File: src/rtl/memgame_pkg.sv
// memgame_pkg -- shared definitions for the memory game core.
//   state_e    : game FSM states
//   LFSR_W     : width of the pattern LFSR
//   LFSR_SEED  : LFSR value after reset
//   LFSR_TAPS  : feedback taps for x^8 + x^6 + x^5 + x^4 + 1 (maximal length)
package memgame_pkg;

  localparam int         LFSR_W    = 8;
  localparam logic [7:0] LFSR_SEED = 8'hA5;
  localparam logic [7:0] LFSR_TAPS = 8'hB8;

  typedef enum logic [3:0] {
    ST_IDLE     = 4'd0,
    ST_INTRO    = 4'd1,
    ST_SHOW_ON  = 4'd2,
    ST_SHOW_OFF = 4'd3,
    ST_INPUT    = 4'd4,
    ST_CHECK    = 4'd5,
    ST_LEVEL_UP = 4'd6,
    ST_WIN      = 4'd7,
    ST_LOSE     = 4'd8
  } state_e;

endpackage

File: src/rtl/memgame_lfsr.sv
// memgame_lfsr -- 8-bit Fibonacci LFSR, maximal length, shifts towards the MSB.
// Ports:
//   clk     : clock, rising edge
//   rst_n   : asynchronous active-low reset, loads LFSR_SEED
//   i_en    : advance one step when high
//   o_state : current LFSR contents
module memgame_lfsr
  import memgame_pkg::*;
(
  input  logic              clk,
  input  logic              rst_n,
  input  logic              i_en,
  output logic [LFSR_W-1:0] o_state
);

  logic [LFSR_W-1:0] r_lfsr;
  logic              w_fb;

  assign w_fb    = ^(r_lfsr & LFSR_TAPS);
  assign o_state = r_lfsr;

  // LFSR shift register
  always_ff @(posedge clk or negedge rst_n) begin
    if (!rst_n) begin
      r_lfsr <= LFSR_SEED;
    end else if (i_en) begin
      r_lfsr <= {r_lfsr[LFSR_W-2:0], w_fb};
    end
  end

endmodule

File: src/rtl/memory_game_core.sv
// memory_game_core -- "repeat the colour sequence" game controller.
// Ports:
//   clk              : sole clock, rising edge
//   reset            : asynchronous active-low reset (release synchronised internally)
//   Go, LBtn, RBtn   : single-cycle pulses: confirm, cursor left, cursor right
//   Color            : one-hot LED drive (all ones during intro flashes)
//   SendColor        : high whenever Color is non-zero
//   Level, Score     : current pattern length / levels cleared
//   Win, Lose        : high while in WIN / LOSE
// Configuration macro: MEMGAME_TIMEOUT_EN -- when defined, TIMEOUT_CYCLES idle
// INPUT cycles lose the game; otherwise INPUT waits forever.
module memory_game_core
  import memgame_pkg::*;
#(
  parameter int NUM_COLORS     = 5,
  parameter int MAX_LEVEL      = 16,
  parameter int SHOW_CYCLES    = 1000,
  parameter int INTRO_FLASHES  = 3,
  parameter int TIMEOUT_CYCLES = 100000
) (
  input  logic                           clk,
  input  logic                           reset,
  input  logic                           Go,
  input  logic                           LBtn,
  input  logic                           RBtn,
  output logic [NUM_COLORS-1:0]          Color,
  output logic                           SendColor,
  output logic [$clog2(MAX_LEVEL+1)-1:0] Level,
  output logic [$clog2(MAX_LEVEL+1)-1:0] Score,
  output logic                           Win,
  output logic                           Lose
);

  localparam int CW = $clog2(NUM_COLORS);
  localparam int LW = $clog2(MAX_LEVEL+1);
  localparam int IW = (MAX_LEVEL > 1) ? $clog2(MAX_LEVEL) : 1;
  localparam int TW = $clog2(SHOW_CYCLES);
  localparam int FW = (INTRO_FLASHES > 1) ? $clog2(INTRO_FLASHES) : 1;

  localparam logic [TW-1:0] SHOW_LAST  = TW'(SHOW_CYCLES - 1);
  localparam logic [TW-1:0] GAP_LAST   = TW'(SHOW_CYCLES / 2 - 1);
  localparam logic [FW-1:0] FLASH_LAST = FW'(INTRO_FLASHES - 1);
  localparam logic [IW-1:0] FILL_LAST  = IW'(MAX_LEVEL - 1);
  localparam logic [CW-1:0] CUR_LAST   = CW'(NUM_COLORS - 1);
  localparam logic [LW-1:0] LVL_MAX    = LW'(MAX_LEVEL);

  function automatic logic [NUM_COLORS-1:0] onehot(input logic [CW-1:0] idx);
    return {{(NUM_COLORS-1){1'b0}}, 1'b1} << idx;
  endfunction

  logic [1:0]            r_rst_sync;
  logic                  w_rst_n;
  logic [LFSR_W-1:0]     w_lfsr;
  logic [CW-1:0]         w_rand;
  logic [CW-1:0]         r_pat [2**IW];

  state_e                r_state, w_state_nxt;
  logic                  r_filling, w_filling_nxt;
  logic [TW-1:0]         r_timer, w_timer_nxt;
  logic                  r_phase, w_phase_nxt;   // intro: 0 = LEDs on, 1 = LEDs off
  logic [FW-1:0]         r_flash, w_flash_nxt;
  logic [IW-1:0]         r_idx, w_idx_nxt;       // fill / replay / input index
  logic [CW-1:0]         r_cursor, w_cursor_nxt;
  logic [LW-1:0]         r_level, w_level_nxt;
  logic [LW-1:0]         r_score, w_score_nxt;
  logic [NUM_COLORS-1:0] r_color, w_color_nxt;
  logic                  r_send, r_win, r_lose;
  logic                  w_pat_we, w_tmo_hit, w_idx_last;

  // Assert asynchronously, release two clocks later
  always_ff @(posedge clk or negedge reset) begin
    if (!reset) begin
      r_rst_sync <= 2'b00;
    end else begin
      r_rst_sync <= {r_rst_sync[0], 1'b1};
    end
  end
  assign w_rst_n = r_rst_sync[1];

  memgame_lfsr u_lfsr (
    .clk     (clk),
    .rst_n   (w_rst_n),
    .i_en    (1'b1),
    .o_state (w_lfsr)
  );

  assign w_rand     = CW'(w_lfsr % LFSR_W'(NUM_COLORS));
  assign w_idx_last = (LW'(r_idx) == (r_level - LW'(1)));

  // Pattern store, written only while filling; survives reset
  always_ff @(posedge clk) begin
    if (w_pat_we) begin
      r_pat[r_idx] <= w_rand;
    end
  end

`ifdef MEMGAME_TIMEOUT_EN
  localparam int TOW = $clog2(TIMEOUT_CYCLES + 1);
  logic [TOW-1:0] r_tmo;

  // Idle-cycle counter, cleared by any button pulse or by leaving INPUT
  always_ff @(posedge clk or negedge w_rst_n) begin
    if (!w_rst_n) begin
      r_tmo <= {TOW{1'b0}};
    end else if ((r_state != ST_INPUT) || Go || LBtn || RBtn) begin
      r_tmo <= {TOW{1'b0}};
    end else begin
      r_tmo <= r_tmo + TOW'(1);
    end
  end
  assign w_tmo_hit = (r_state == ST_INPUT) && (r_tmo == TOW'(TIMEOUT_CYCLES - 1));
`else
  assign w_tmo_hit = 1'b0;
`endif

  // Next-state and counter logic
  always_comb begin
    w_state_nxt   = r_state;
    w_filling_nxt = r_filling;
    w_timer_nxt   = r_timer;
    w_phase_nxt   = r_phase;
    w_flash_nxt   = r_flash;
    w_idx_nxt     = r_idx;
    w_cursor_nxt  = r_cursor;
    w_level_nxt   = r_level;
    w_score_nxt   = r_score;
    w_pat_we      = 1'b0;
    case (r_state)
      ST_IDLE: begin
        if (r_filling) begin
          w_pat_we = 1'b1;
          if (r_idx == FILL_LAST) begin
            w_filling_nxt = 1'b0;
            w_state_nxt   = ST_INTRO;
            w_timer_nxt   = {TW{1'b0}};
            w_phase_nxt   = 1'b0;
            w_flash_nxt   = {FW{1'b0}};
          end else begin
            w_idx_nxt = r_idx + IW'(1);
          end
        end else if (Go) begin
          w_filling_nxt = 1'b1;
          w_idx_nxt     = {IW{1'b0}};
          w_level_nxt   = {LW{1'b0}};
          w_score_nxt   = {LW{1'b0}};
        end else begin
          w_state_nxt = ST_IDLE;
        end
      end
      ST_INTRO: begin
        if (r_timer == SHOW_LAST) begin
          w_timer_nxt = {TW{1'b0}};
          if (!r_phase) begin
            w_phase_nxt = 1'b1;
          end else if (r_flash == FLASH_LAST) begin
            w_state_nxt = ST_SHOW_ON;
            w_phase_nxt = 1'b0;
            w_idx_nxt   = {IW{1'b0}};
            w_level_nxt = LW'(1);
            w_score_nxt = {LW{1'b0}};
          end else begin
            w_phase_nxt = 1'b0;
            w_flash_nxt = r_flash + FW'(1);
          end
        end else begin
          w_timer_nxt = r_timer + TW'(1);
        end
      end
      ST_SHOW_ON: begin
        if (r_timer == SHOW_LAST) begin
          w_timer_nxt = {TW{1'b0}};
          w_state_nxt = ST_SHOW_OFF;
        end else begin
          w_timer_nxt = r_timer + TW'(1);
        end
      end
      ST_SHOW_OFF: begin
        if (r_timer == GAP_LAST) begin
          w_timer_nxt = {TW{1'b0}};
          if (w_idx_last) begin
            w_state_nxt  = ST_INPUT;
            w_idx_nxt    = {IW{1'b0}};
            w_cursor_nxt = {CW{1'b0}};
          end else begin
            w_state_nxt = ST_SHOW_ON;
            w_idx_nxt   = r_idx + IW'(1);
          end
        end else begin
          w_timer_nxt = r_timer + TW'(1);
        end
      end
      ST_INPUT: begin
        // Go wins over the cursor buttons; L+R together cancel out
        if (Go) begin
          w_state_nxt = ST_CHECK;
        end else if (RBtn && !LBtn) begin
          w_cursor_nxt = (r_cursor == CUR_LAST) ? {CW{1'b0}} : r_cursor + CW'(1);
        end else if (LBtn && !RBtn) begin
          w_cursor_nxt = (r_cursor == {CW{1'b0}}) ? CUR_LAST : r_cursor - CW'(1);
        end else if (w_tmo_hit) begin
          w_state_nxt = ST_LOSE;
        end else begin
          w_state_nxt = ST_INPUT;
        end
      end
      ST_CHECK: begin
        if (r_cursor != r_pat[r_idx]) begin
          w_state_nxt = ST_LOSE;
        end else if (w_idx_last) begin
          w_state_nxt = ST_LEVEL_UP;
        end else begin
          w_state_nxt = ST_INPUT;
          w_idx_nxt   = r_idx + IW'(1);
        end
      end
      ST_LEVEL_UP: begin
        w_score_nxt = r_score + LW'(1);
        if (r_level == LVL_MAX) begin
          w_state_nxt = ST_WIN;
        end else begin
          w_state_nxt = ST_SHOW_ON;
          w_level_nxt = r_level + LW'(1);
          w_idx_nxt   = {IW{1'b0}};
          w_timer_nxt = {TW{1'b0}};
        end
      end
      ST_WIN, ST_LOSE: begin
        if (Go) begin
          w_state_nxt = ST_IDLE;
        end else begin
          w_state_nxt = r_state;
        end
      end
      default: begin
        w_state_nxt = ST_IDLE;
      end
    endcase
  end

  // LED pattern for the upcoming state, so Color is a registered output
  always_comb begin
    w_color_nxt = {NUM_COLORS{1'b0}};
    case (w_state_nxt)
      ST_INTRO: begin
        if (!w_phase_nxt) begin
          w_color_nxt = {NUM_COLORS{1'b1}};
        end else begin
          w_color_nxt = {NUM_COLORS{1'b0}};
        end
      end
      ST_SHOW_ON:        w_color_nxt = onehot(r_pat[w_idx_nxt]);
      ST_INPUT, ST_CHECK: w_color_nxt = onehot(w_cursor_nxt);
      default:           w_color_nxt = {NUM_COLORS{1'b0}};
    endcase
  end

  // State, counters and output registers
  always_ff @(posedge clk or negedge w_rst_n) begin
    if (!w_rst_n) begin
      r_state   <= ST_IDLE;
      r_filling <= 1'b0;
      r_timer   <= {TW{1'b0}};
      r_phase   <= 1'b0;
      r_flash   <= {FW{1'b0}};
      r_idx     <= {IW{1'b0}};
      r_cursor  <= {CW{1'b0}};
      r_level   <= {LW{1'b0}};
      r_score   <= {LW{1'b0}};
      r_color   <= {NUM_COLORS{1'b0}};
      r_send    <= 1'b0;
      r_win     <= 1'b0;
      r_lose    <= 1'b0;
    end else begin
      r_state   <= w_state_nxt;
      r_filling <= w_filling_nxt;
      r_timer   <= w_timer_nxt;
      r_phase   <= w_phase_nxt;
      r_flash   <= w_flash_nxt;
      r_idx     <= w_idx_nxt;
      r_cursor  <= w_cursor_nxt;
      r_level   <= w_level_nxt;
      r_score   <= w_score_nxt;
      r_color   <= w_color_nxt;
      r_send    <= |w_color_nxt;
      r_win     <= (w_state_nxt == ST_WIN);
      r_lose    <= (w_state_nxt == ST_LOSE);
    end
  end

  assign Color     = r_color;
  assign SendColor = r_send;
  assign Level     = r_level;
  assign Score     = r_score;
  assign Win       = r_win;
  assign Lose      = r_lose;

endmodule

File: config.mk
export PLATFORM = sky130hd
export DESIGN_NAME = memory_game_core
export DESIGN_NICKNAME = d
export VERILOG_FILES = /design/src/rtl/memgame_pkg.sv /design/src/rtl/memgame_lfsr.sv /design/src/rtl/memory_game_core.sv
export SDC_FILE = /design/constraint.sdc
export NUM_CORES = 1
export LEC_CHECK = 0
export BUFFER_PORTS_ARGS = -buffer_cell sky130_fd_sc_hd__buf_2
export CAP_MARGIN = 5
export CELL_PAD_IN_SITES_DETAIL_PLACEMENT = 0
export CELL_PAD_IN_SITES_GLOBAL_PLACEMENT = 2
export CORE_AREA = 10 10 132 134
export CTS_BUF_LIST = sky130_fd_sc_hd__clkbuf_4 sky130_fd_sc_hd__clkbuf_8 sky130_fd_sc_hd__clkbuf_16
export DETAILED_ROUTE_END_ITERATION = 6
export DIE_AREA = 0 0 142 144
export PLACE_DENSITY_LB_ADDON = 0.1
export SKIP_CTS_REPAIR_TIMING = 1
export SYNTH_ARGS = -nofsm -noshare
export SYNTH_HDL_FRONTEND = slang
export SYNTH_SLANG_ARGS = --single-unit
File: constraint.sdc
create_clock -name clk -period 3.45 [get_ports clk]
set_input_delay 0.345 -clock clk [delete_from_list [all_inputs] [get_ports clk]]
set_output_delay 0.345 -clock clk [all_outputs]
set_load 0.05 [all_outputs]
==> results of run 1 <==
cell families (layout without fill, tap and decap cells):
logic type,Yosys count,count (layout),share of synthesized area
mux,59,59,0.105
buf+inv,59,193,0.0412
compound gates,159,159,0.176
fa+ha+maj,21,21,0.0408
xor+xnor,20,20,0.0274
simple gates,223,223,0.174
other cells,1,1,0.000587
flops,101,101,0.434
cell usage in the layout (no fill, tap or decap), drive strengths merged, types with 4 or more instances in the layout:
master / netlist / final
nor2b: 6 / 6
nor3: 15 / 15
ha: 20 / 20
a31oi: 9 / 9
nor4: 6 / 6
and2: 9 / 9
nor4bb: 4 / 4
xnor2: 14 / 14
mux2i: 48 / 48
and3: 9 / 9
edfxtp: 48 / 48
nand4: 6 / 6
clkbuf: 14 / 9
o31ai: 9 / 9
nand2: 56 / 56
nor2: 60 / 60
mux4: 6 / 6
a21oi: 30 / 30
o211ai: 5 / 5
a211oi: 13 / 13
xor2: 6 / 6
a311o: 4 / 4
a21o: 6 / 6
dfrtp: 49 / 49
o21ai: 43 / 43
buf: 14 / 145
mux2: 5 / 5
nand2b: 15 / 15
nor3b: 4 / 4
a22o: 4 / 4
nand3: 19 / 19
inv: 30 / 34
dfstp: 4 / 4
per-stage QoR:
step,total power [mW],TNS (ns),std cells,hold WS [ns],setup slack [ns]
finish,4.99,-38.95,965,0.283,-0.874
global route,5.28,-49.78,965,0.304,-1.07
CTS,5.01,-48.43,961,-0.258,-1.02
detailed placement,3.92,-46.98,945,0.131,-0.995
global placement,3.89,-35.11,945,0.131,-0.715
floorplan,3.11,-33.36,643,0.0494,-0.730
power by group through the flow:
stage | sequential, mW | combinational, mW | clock [mW]
2_1_floorplan | 1.79 | 1.32 | 0
3_3_place_gp | 1.57 | 2.32 | 0
3_5_place_dp | 1.57 | 2.34 | 0
4_1_cts | 1.55 | 2.35 | 1.11
5_1_grt | 1.57 | 2.56 | 1.15
6_report | 1.55 | 2.36 | 1.09
layout make-up:
class	count	area share
multi-input cells	483	0.441
flip-flops and latches	101	0.339
repair buffers	146	0.138
well taps	188	0.0287
clock buffers	9	0.0275
inverters	31	0.0151
clock inverters	7	0.0108
synthesized netlist by cell type, types with 8 or more instances:
cell      number
and2_1         8
clkbuf_1      14
nand3_1       19
o21ai_0       41
and3_1         9
nor2_1        60
inv_1         29
a211oi_1      10
a21oi_1       29
nand2b_1      15
a31oi_1        9
dfrtp_1       49
o31ai_1        9
mux2i_1       48
nand2_1       55
edfxtp_1      48
xnor2_1       14
nor3_1        15
ha_1          20
worst register-to-register path: cells and delay by family (launching register included):
| kind | cells | cell delay, ns |
|---|---|---|
| mux | 3 | 0.77 |
| compound gates | 6 | 0.75 |
| buf+inv | 4 | 0.43 |
| flops | 1 | 0.43 |
| fa+ha+maj | 4 | 0.98 |
| simple gates | 5 | 0.54 |
| xor+xnor | 1 | 0.18 |
state kept, by name, summed over array words and instances, names as in the netlist:
| name | flops |
|---|---|
| r_phase | 1 |
| SendColor | 1 |
| r_timer | 10 |
| r_rst_sync | 2 |
| Color | 5 |
| Win | 1 |
| Lose | 1 |
| r_flash | 2 |
| r_state | 4 |
| Level | 5 |
| u_lfsr.o_state | 8 |
| r_filling | 1 |
| r_cursor | 3 |
| r_pat | 48 |
| Score | 5 |
| r_idx | 4 |
how the worst max path moves through the flow:
stage,from,end,depth (start not counted)
2_1_floorplan,u_lfsr.o_state[4],r_pat[0][1],20
3_3_place_gp,u_lfsr.o_state[4],r_pat[2][0],21
3_5_place_dp,u_lfsr.o_state[4],r_pat[12][2],18
4_1_cts,u_lfsr.o_state[4],r_pat[6][2],18
5_1_grt,u_lfsr.o_state[4],r_pat[6][1],23
6_report,u_lfsr.o_state[4],r_pat[7][1],23
routing by layer:
layer  track usage  wire length, um  vias up
met4        0.0543              293        0
li1              -                -     2645
met1         0.229             8090     2658
met5             0                0        -
met2         0.269             7950      113
met3        0.0282              691       25
==> flow_metrics.py, run 1 <==
metrics = {
    "critical_path": {
        "crit_required_ns": 3.56,
        "r2r_slack_ns": -0.87,
        "worst_setup_path_start_kind": "flip-flop",
        "crit_arrival_ns": 4.44,
        "critPathTopFamily": "adder cells",
        "cp_cell_sequence": "ha_1 > nor3b_4 > mux2i_2 > buf_4 > nand2_2 > mux2_4 > nor2_2 > a221o_1 > a21oi_2 > nor2_1 > a21oi_2 > ha_2 > inv_2 > o21ai_2 > maj3_2 > a211oi_4 > xnor2_2 > ha_2 > inv_2 > a21oi_2 > nor2_4 > mux2i_4 > buf_12",
        "path_class": "reg2reg",
        "slowest_stage": "dfrtp_1",
        "worstRegToRegCells": 23,
        "reg2reg_to": "r_pat[7][1]",
        "crit_fanout": 16,
        "slowest_delay_ns": 0.43,
        "rr_startpoint": "u_lfsr.o_state[4]",
        "worst-path-buf-inv": 4,
        "cp_common_cell": "a21oi_2",
        "cp-end-kind": "flip-flop",
    },
    "synth": {
        "synth-seq-cells": 101,
        "synth_nets": 668,
        "synth_ff_type": "dfrtp_1",
        "async_reset_ff_frac": 0.525,
        "synth_top_area_share": 0.226,
        "netlist_instances": 643,
        "syn_area_um2": 6380,
        "ys_seq_area_frac": 0.434,
        "yosys.area.top_type": "edfxtp_1",
        "synth_edf_count": 48,
        "yosysUniqueCellTypes": 81,
        "syn_avg_cell_area_um2": 9.93,
        "synthTopCellsByArea": "edfxtp_1 (23%), dfrtp_1 (19%), mux2i_1 (7.5%), ha_1 (3.9%), nor2_1 (3.5%)",
        "yosysWarnings": 0,
    },
    "final_layout": {
        "fillers": 1311,
        "final_util": 0.552,
        "area.sequential_um2": 2780,
        "finalNetCount": 797,
        "stdcell_area_um2": 8200,
        "area_growth_pct": 28.4,
        "drive_above_1_share": 0.300,
        "antenna_cells": 0,
        "multiInputGateArea_um2": 3610,
    },
    "routing": {
        "wl_per_cell_um": 17.6,
        "antenna_left": 0,
        "remaining_drc_errors": 0,
        "drt_iter0_drc": 381,
        "dr.pass1.iters": 4,
        "routed_via_density": 5.64,
        "routed_wirelength_um": 17000,
        "num_vias": 5441,
    },
    "placed_design": {
        "port_buffers": 22,
        "postPlaceCellArea_um2": 7730,
        "post-dp-hpwl_um": 13200,
        "gp_congestion": 0.897,
    },
    "clock_network": {
        "cts_buffers": 9,
        "cts_sinks": 101,
        "clk_path_buf_depth": 2,
        "clock_latency_ns": 0.36,
        "clk_pin_slew_ns": 0.07,
        "cts_tree": "yes",
        "htree_levels": 3,
        "root_buffer": "clkbuf_16",
    },
    "sta": {
        "worst_slack_ns": -0.874,
        "period_minus_slack_ns": 4.32,
        "setup_viol": 54,
        "rsz0062_at_grt": "yes",
        "fmaxAchievable_ghz": 0.231,
        "slew_viol_final": 0,
        "worst_pin_slew_ns": 0.822,
        "finalClockSkew_ns": 0.00799,
        "relSlewSlack": 0.452,
        "finalHoldViolCount": 0,
        "finalCritPeriodShare": 1.25,
    },
    "grt": {
        "grt_max_degree": 36,
        "grt_antenna_before_repair": 0,
        "overflow": 0,
        "grt_pass1_vias": 5407,
        "grt_pass1_wl_um": 28100,
        "grt.total_usage": 0.169,
    },
    "pwr": {
        "p_sw_frac": 0.391,
        "power_switching_mw": 1.95,
        "p_int_mw": 3.04,
        "p_comb_frac": 0.472,
        "p_leak_nw": 3.38,
        "power_density_nw_per_um2": 609,
        "clkPwrFrac": 0.218,
        "seq_power_share": 0.310,
        "peakVddDrop_mv": 0.284,
    },
    "floorplan": {
        "rows": 45,
        "die_w_um": 142,
        "core_um2": 14900,
        "io_pins": 23,
        "initial_core_util": 0.430,
        "die_area_um2": 20400,
        "fp.dieH_um": 144,
    },
    "status": {
        "violations": "setup timing",
        "status": "complete, but fails checks",
    },
    "min_path": {
        "min_path_type": "in2async",
    },
    "job": {
        "drv_cap": 0,
    },
}
Power figures use the tool's default switching activity.
==> run 2, diff against run 1 <==
--- a/config.mk
+++ b/config.mk
@@ -14,6 +14,7 @@
 export DETAILED_ROUTE_END_ITERATION = 6
 export DIE_AREA = 0 0 142 144
 export PLACE_DENSITY_LB_ADDON = 0.1
+export RECOVER_POWER = 50
 export SKIP_CTS_REPAIR_TIMING = 1
 export SYNTH_ARGS = -nofsm -noshare
 export SYNTH_HDL_FRONTEND = slang
==> run 2 against run 1 <==
Utilization about the same. Clock-buffer cell count unchanged. Sequential share of layout area about the same. Non-clock buffer count unchanged. Cell area about the same. Sequential cell count unchanged. Largest cell class unchanged. The flow finishes with violations (capacitance limit, slew limit, setup timing). Critical path type unchanged. Register-to-register slack about the same.
==> flow_metrics.py, run 2 (same netlist as run 1, synthesis figures left out) <==
metrics = {
    "status": {
        "status": "complete, but fails checks",
        "violations": "capacitance limit, slew limit, setup timing",
    },
    "sta": {
        "period_minus_slack_ns": 4.32,
        "finalCritPeriodShare": 1.25,
        "finalClockSkew_ns": 0.00799,
        "finalHoldViolCount": 0,
        "hold_slack_ns": 0.288,
        "worst_pin_slew_ns": 1.51,
        "setup_viol": 54,
        "slew_viol_final": 36,
        "worst_slack_ns": -0.874,
        "relSlewSlack": -0.00371,
        "rsz0062_at_grt": "yes",
        "setup_tns_ns": -38.95,
        "fmaxAchievable_ghz": 0.231,
    },
    "critical_path": {
        "cp-end-kind": "flip-flop",
        "crit_required_ns": 3.56,
        "reg2reg_to": "r_pat[7][1]",
        "path_class": "reg2reg",
        "crit_fanout": 16,
        "worstRegToRegCells": 23,
        "crit_arrival_ns": 4.44,
        "rr_startpoint": "u_lfsr.o_state[4]",
        "r2r_slack_ns": -0.87,
        "worst_setup_path_start_kind": "flip-flop",
    },
    "clock_network": {
        "htree_levels": 3,
        "clk_path_buf_depth": 2,
        "clock_latency_ns": 0.36,
        "cts_buffers": 9,
        "root_buffer": "clkbuf_16",
        "clk_pin_slew_ns": 0.07,
        "cts_sinks": 101,
        "cts_tree": "yes",
    },
    "job": {
        "drv_cap": 1,
    },
    "placed_design": {
        "gp_congestion": 0.897,
        "post-dp-hpwl_um": 13200,
        "post-place-ws_ns": -0.995,
        "port_buffers": 22,
    },
    "pwr": {
        "seq_power_share": 0.310,
        "peakVddDrop_mv": 0.284,
        "power_density_nw_per_um2": 609,
        "clkPwrFrac": 0.218,
        "p_leak_nw": 3.38,
        "p_sw_frac": 0.391,
        "power_switching_mw": 1.95,
        "p_int_mw": 3.04,
        "p_comb_frac": 0.472,
        "total_power_mw": 4.99,
    },
    "final_layout": {
        "fillers": 1311,
        "largest_reg_flops": 48,
        "layout_commonest_cell": "buf_4",
        "top_register": "r_pat",
        "finalNetCount": 797,
        "multiInputGateArea_um2": 3610,
        "area_growth_pct": 28.4,
        "final_util": 0.552,
        "area.sequential_um2": 2780,
        "final_cell_mix": "buf_4 (115), nor2_1 (58), nand2_1 (54)",
        "drive_above_1_share": 0.297,
        "antenna_cells": 0,
    },
    "routing": {
        "num_vias": 5441,
        "drt_iter0_drc": 381,
        "wl_per_cell_um": 17.6,
        "dr.pass1.iters": 4,
        "remaining_drc_errors": 0,
        "routed_via_density": 5.64,
        "routed_wirelength_um": 17000,
        "antenna_left": 0,
    },
    "grt": {
        "grt_antenna_before_repair": 0,
        "grt_pass1_vias": 5407,
        "grt_max_degree": 36,
        "grt.total_usage": 0.169,
        "grt_pass1_wl_um": 28100,
        "overflow": 0,
    },
    "min_path": {
        "min_path_type": "in2async",
    },
    "floorplan": {
        "die_w_um": 142,
        "fp.dieH_um": 144,
        "core_um2": 14900,
        "die_area_um2": 20400,
        "rows": 45,
        "io_pins": 23,
        "initial_core_util": 0.430,
    },
}
[run 2: changes by cell type in the layout (fill, tap and decap cells not counted), sizes merged]
cell	delta
clkbuf	+1
buf	-1
[run 2: metal layers]
layer  wire (um)  up-vias  GRT usage
met2        7950      113      0.269
met3         691       25     0.0282
met5           0        -          0
li1            -     2645          -
met1        8100     2658      0.229
met4         293        0     0.0543
[run 2: area by class of cell]
type / instances / area share
Clock inverter: 7 / 0.0108
Inverter: 31 / 0.0151
Tap cell: 188 / 0.0287
Multi-Input combinational cell: 483 / 0.441
Clock buffer: 9 / 0.0275
Sequential cell: 101 / 0.339
Timing Repair Buffer: 146 / 0.138
[run 2: how the worst max path moves through the flow]
| stage | start | endpoint | slack, ns |
|---|---|---|---|
| final | u_lfsr.o_state[4] | r_pat[7][1] | -0.87 |
| after floorplan | u_lfsr.o_state[4] | r_pat[0][1] | -0.73 |
| after detailed placement | u_lfsr.o_state[4] | r_pat[12][2] | -1.0 |
| after CTS | u_lfsr.o_state[4] | r_pat[6][2] | -1.02 |
| after global placement | u_lfsr.o_state[4] | r_pat[2][0] | -0.71 |
| after global routing | u_lfsr.o_state[4] | r_pat[6][1] | -1.07 |
[run 2: metrics by stage]
stage,std cells,cell area [um2]
floorplan,643,6570
global placement,945,7730
detailed placement,945,7730
CTS,961,8050
global route,965,8200
finish,965,8200
[run 2: power by group through the flow]
stage | Sequential [mW] | Clock [mW] | Combinational [mW]
2_1_floorplan | 1.79 | 0 | 1.32
3_3_place_gp | 1.57 | 0 | 2.32
3_5_place_dp | 1.57 | 0 | 2.34
4_1_cts | 1.55 | 1.11 | 2.35
5_1_grt | 1.57 | 1.15 | 2.56
6_report | 1.55 | 1.09 | 2.36
[run 2: critical path, cell delays in order, from the launching register on]
cell	delay [ns]
dfrtp_1	0.43
ha_1	0.26
nor3b_4	0.22
mux2i_2	0.30
buf_4	0.17
nand2_2	0.04
mux2_4	0.28
nor2_2	0.09
a221o_1	0.17
a21oi_2	0.04
nor2_1	0.11
a21oi_2	0.05
ha_2	0.17
inv_2	0.07
o21ai_2	0.06
maj3_2	0.33
a211oi_4	0.27
xnor2_2	0.18
ha_2	0.22
inv_2	0.03
a21oi_2	0.16
nor2_4	0.08
mux2i_4	0.19
buf_12	0.15
==> run 3, diff against run 2 <==
--- a/config.mk
+++ b/config.mk
@@ -13,7 +13,7 @@
 export CTS_BUF_LIST = sky130_fd_sc_hd__clkbuf_4 sky130_fd_sc_hd__clkbuf_8 sky130_fd_sc_hd__clkbuf_16
 export DETAILED_ROUTE_END_ITERATION = 6
 export DIE_AREA = 0 0 142 144
-export PLACE_DENSITY_LB_ADDON = 0.1
+export PLACE_DENSITY_LB_ADDON = 0.15
 export RECOVER_POWER = 50
 export SKIP_CTS_REPAIR_TIMING = 1
 export SYNTH_ARGS = -nofsm -noshare
==> run 3 against run 2 <==
The run ends with setup timing left. Combinational power about the same. Wire length is 0.52% lower. Power increased by 0.18%. Sequential share of layout area is 0.16 points lower. Via count fell by 0.31%. Sequential power hardly changed. Worst setup slack better by 0.072 ns. First-iteration DRC count decreased by 3.9%. Clock-buffer cell count grew 2. Sequential cell count stayed put. Critical path depth up 1. Critical endpoint is now r_pat[2][0]. Largest cell class unchanged. Largest power group unchanged. Highest routed layer unchanged.
==> flow_metrics.py, run 3 (same netlist as run 1, synthesis figures left out) <==
metrics = {
    "floorplan": {
        "initial_core_util": 0.430,
        "die_w_um": 142,
        "fp.dieH_um": 144,
        "die_area_um2": 20400,
        "core_um2": 14900,
        "rows": 45,
        "io_pins": 23,
    },
    "sta": {
        "period_minus_slack_ns": 4.25,
        "hold_slack_ns": 0.290,
        "finalClockSkew_ns": 0.0109,
        "worst_pin_slew_ns": 0.944,
        "finalCritPeriodShare": 1.23,
        "relSlewSlack": 0.370,
        "finalHoldViolCount": 0,
        "setup_viol": 54,
        "fmaxAchievable_ghz": 0.235,
        "slew_viol_final": 0,
        "rsz0062_at_grt": "yes",
        "worst_slack_ns": -0.802,
    },
    "clock_network": {
        "cts_tree": "yes",
        "cts_buffers": 9,
        "root_buffer": "clkbuf_16",
        "cts_sinks": 101,
        "clock_latency_ns": 0.36,
        "clk_pin_slew_ns": 0.07,
        "clk_path_buf_depth": 2,
        "htree_levels": 3,
    },
    "final_layout": {
        "fin_cells": 961,
        "fillers": 1283,
        "layout_commonest_cell": "buf_4",
        "finalNetCount": 793,
        "top_register": "r_pat",
        "area_growth_pct": 29.2,
        "final_cell_mix": "buf_4 (111), nor2_1 (57), nand2_1 (54)",
        "drive_above_1_share": 0.312,
        "antenna_cells": 0,
        "largest_reg_flops": 48,
    },
    "placed_design": {
        "gp_congestion": 0.860,
        "port_buffers": 22,
        "post-dp-hpwl_um": 13200,
        "placed_cells": 939,
    },
    "critical_path": {
        "cp_cell_sequence": "clkinv_4 > ha_4 > nor3b_4 > mux2i_4 > nand2_2 > mux2_4 > nor2_2 > a221o_1 > a21oi_1 > nor2_1 > a21oi_2 > ha_2 > inv_2 > o21ai_2 > maj3_2 > a211oi_4 > xnor2_2 > ha_2 > inv_2 > a21oi_4 > nor2_4 > buf_12 > xnor2_4 > buf_12",
        "crit_fanout": 16,
        "rr_startpoint": "u_lfsr.o_state[4]",
        "slowest_stage": "dfrtp_2",
        "worstRegToRegCells": 24,
        "worst-path-buf-inv": 5,
        "cp-end-kind": "flip-flop",
        "slowest_delay_ns": 0.42,
        "r2r_slack_ns": -0.80,
        "critPathTopFamily": "adder cells",
        "path_class": "reg2reg",
        "crit_required_ns": 3.56,
        "crit_arrival_ns": 4.36,
        "worst_setup_path_start_kind": "flip-flop",
        "reg2reg_to": "r_pat[2][0]",
    },
    "routing": {
        "routed_wirelength_um": 16900,
        "remaining_drc_errors": 0,
        "wl_per_cell_um": 17.6,
        "dr.pass1.iters": 4,
        "antenna_left": 0,
        "num_vias": 5424,
        "drt_iter0_drc": 366,
        "routed_via_density": 5.64,
    },
    "grt": {
        "grt_pass1_wl_um": 27600,
        "overflow": 0,
        "grt_antenna_before_repair": 0,
        "grt_pass1_vias": 5250,
        "grt_max_degree": 42,
        "grt.total_usage": 0.168,
    },
    "status": {
        "violations": "setup timing",
        "status": "complete, but fails checks",
    },
    "job": {
        "drv_cap": 0,
    },
    "pwr": {
        "p_leak_nw": 3.38,
        "power_density_nw_per_um2": 606,
        "peakVddDrop_mv": 0.318,
    },
    "min_path": {
        "min_path_type": "in2async",
    },
}
-- run 3: cell count changes in the layout (fill, tap and decap cells not counted), moves of 3 or more --
cell / before / now
xnor2_2: 1 / 5
buf_4: 115 / 111
dfrtp_2: 4 / 7
dfrtp_1: 45 / 42
a21oi_2: 6 / 3
xnor2_1: 12 / 8
-- run 3: stage by stage --
stage / total power, mW / cell area [um2] / setup WS [ns] / utilization / setup TNS, ns
floorplan: 3.11 / 6570 / -0.730 / - / -33.36
global placement: 3.87 / 7670 / -0.729 / 0.516 / -35.32
detailed placement: 3.91 / 7670 / -1.02 / 0.516 / -48.80
CTS: 4.97 / 7980 / -1.06 / 0.537 / -50.72
global route: 5.29 / 8250 / -0.977 / 0.555 / -44.81
finish: 5.00 / 8250 / -0.802 / 0.555 / -35.33
-- run 3: worst max path at each step --
stage                       from           to  cells after the start
2_1_floorplan  u_lfsr.o_state[4]  r_pat[0][1]                     20
3_3_place_gp   u_lfsr.o_state[4]  r_pat[5][0]                     21
3_5_place_dp   u_lfsr.o_state[4]  r_pat[5][2]                     18
4_1_cts        u_lfsr.o_state[4]  r_pat[3][2]                     18
5_1_grt        u_lfsr.o_state[4]  r_pat[7][0]                     23
6_report       u_lfsr.o_state[4]  r_pat[2][0]                     24
-- run 3: per-layer routing --
layer | vias up | global-route usage | wire [um]
met4 | 0 | 0.0441 | 190
met3 | 19 | 0.0354 | 763
met5 | - | 0 | 0
met1 | 2645 | 0.220 | 7590
met2 | 123 | 0.276 | 8400
li1 | 2637 | - | -
-- run 3: cell type report --
class	instances	area [um2]	area share
inverters	31	124	0.0150
multi-input cells	483	3700	0.448
flip-flops and latches	101	2780	0.337
clock inverters	5	66.3	0.00804
well taps	188	235	0.0285
repair buffers	142	1100	0.134
clock buffers	11	240	0.0291
-- run 3: report_power, final --
part	switching, mW	leakage, nW	internal, mW
Sequential	0.152	1.08	1.40
Clock	0.468	0.149	0.588
Combinational	1.31	2.15	1.08
Total	1.93	3.38	3.07
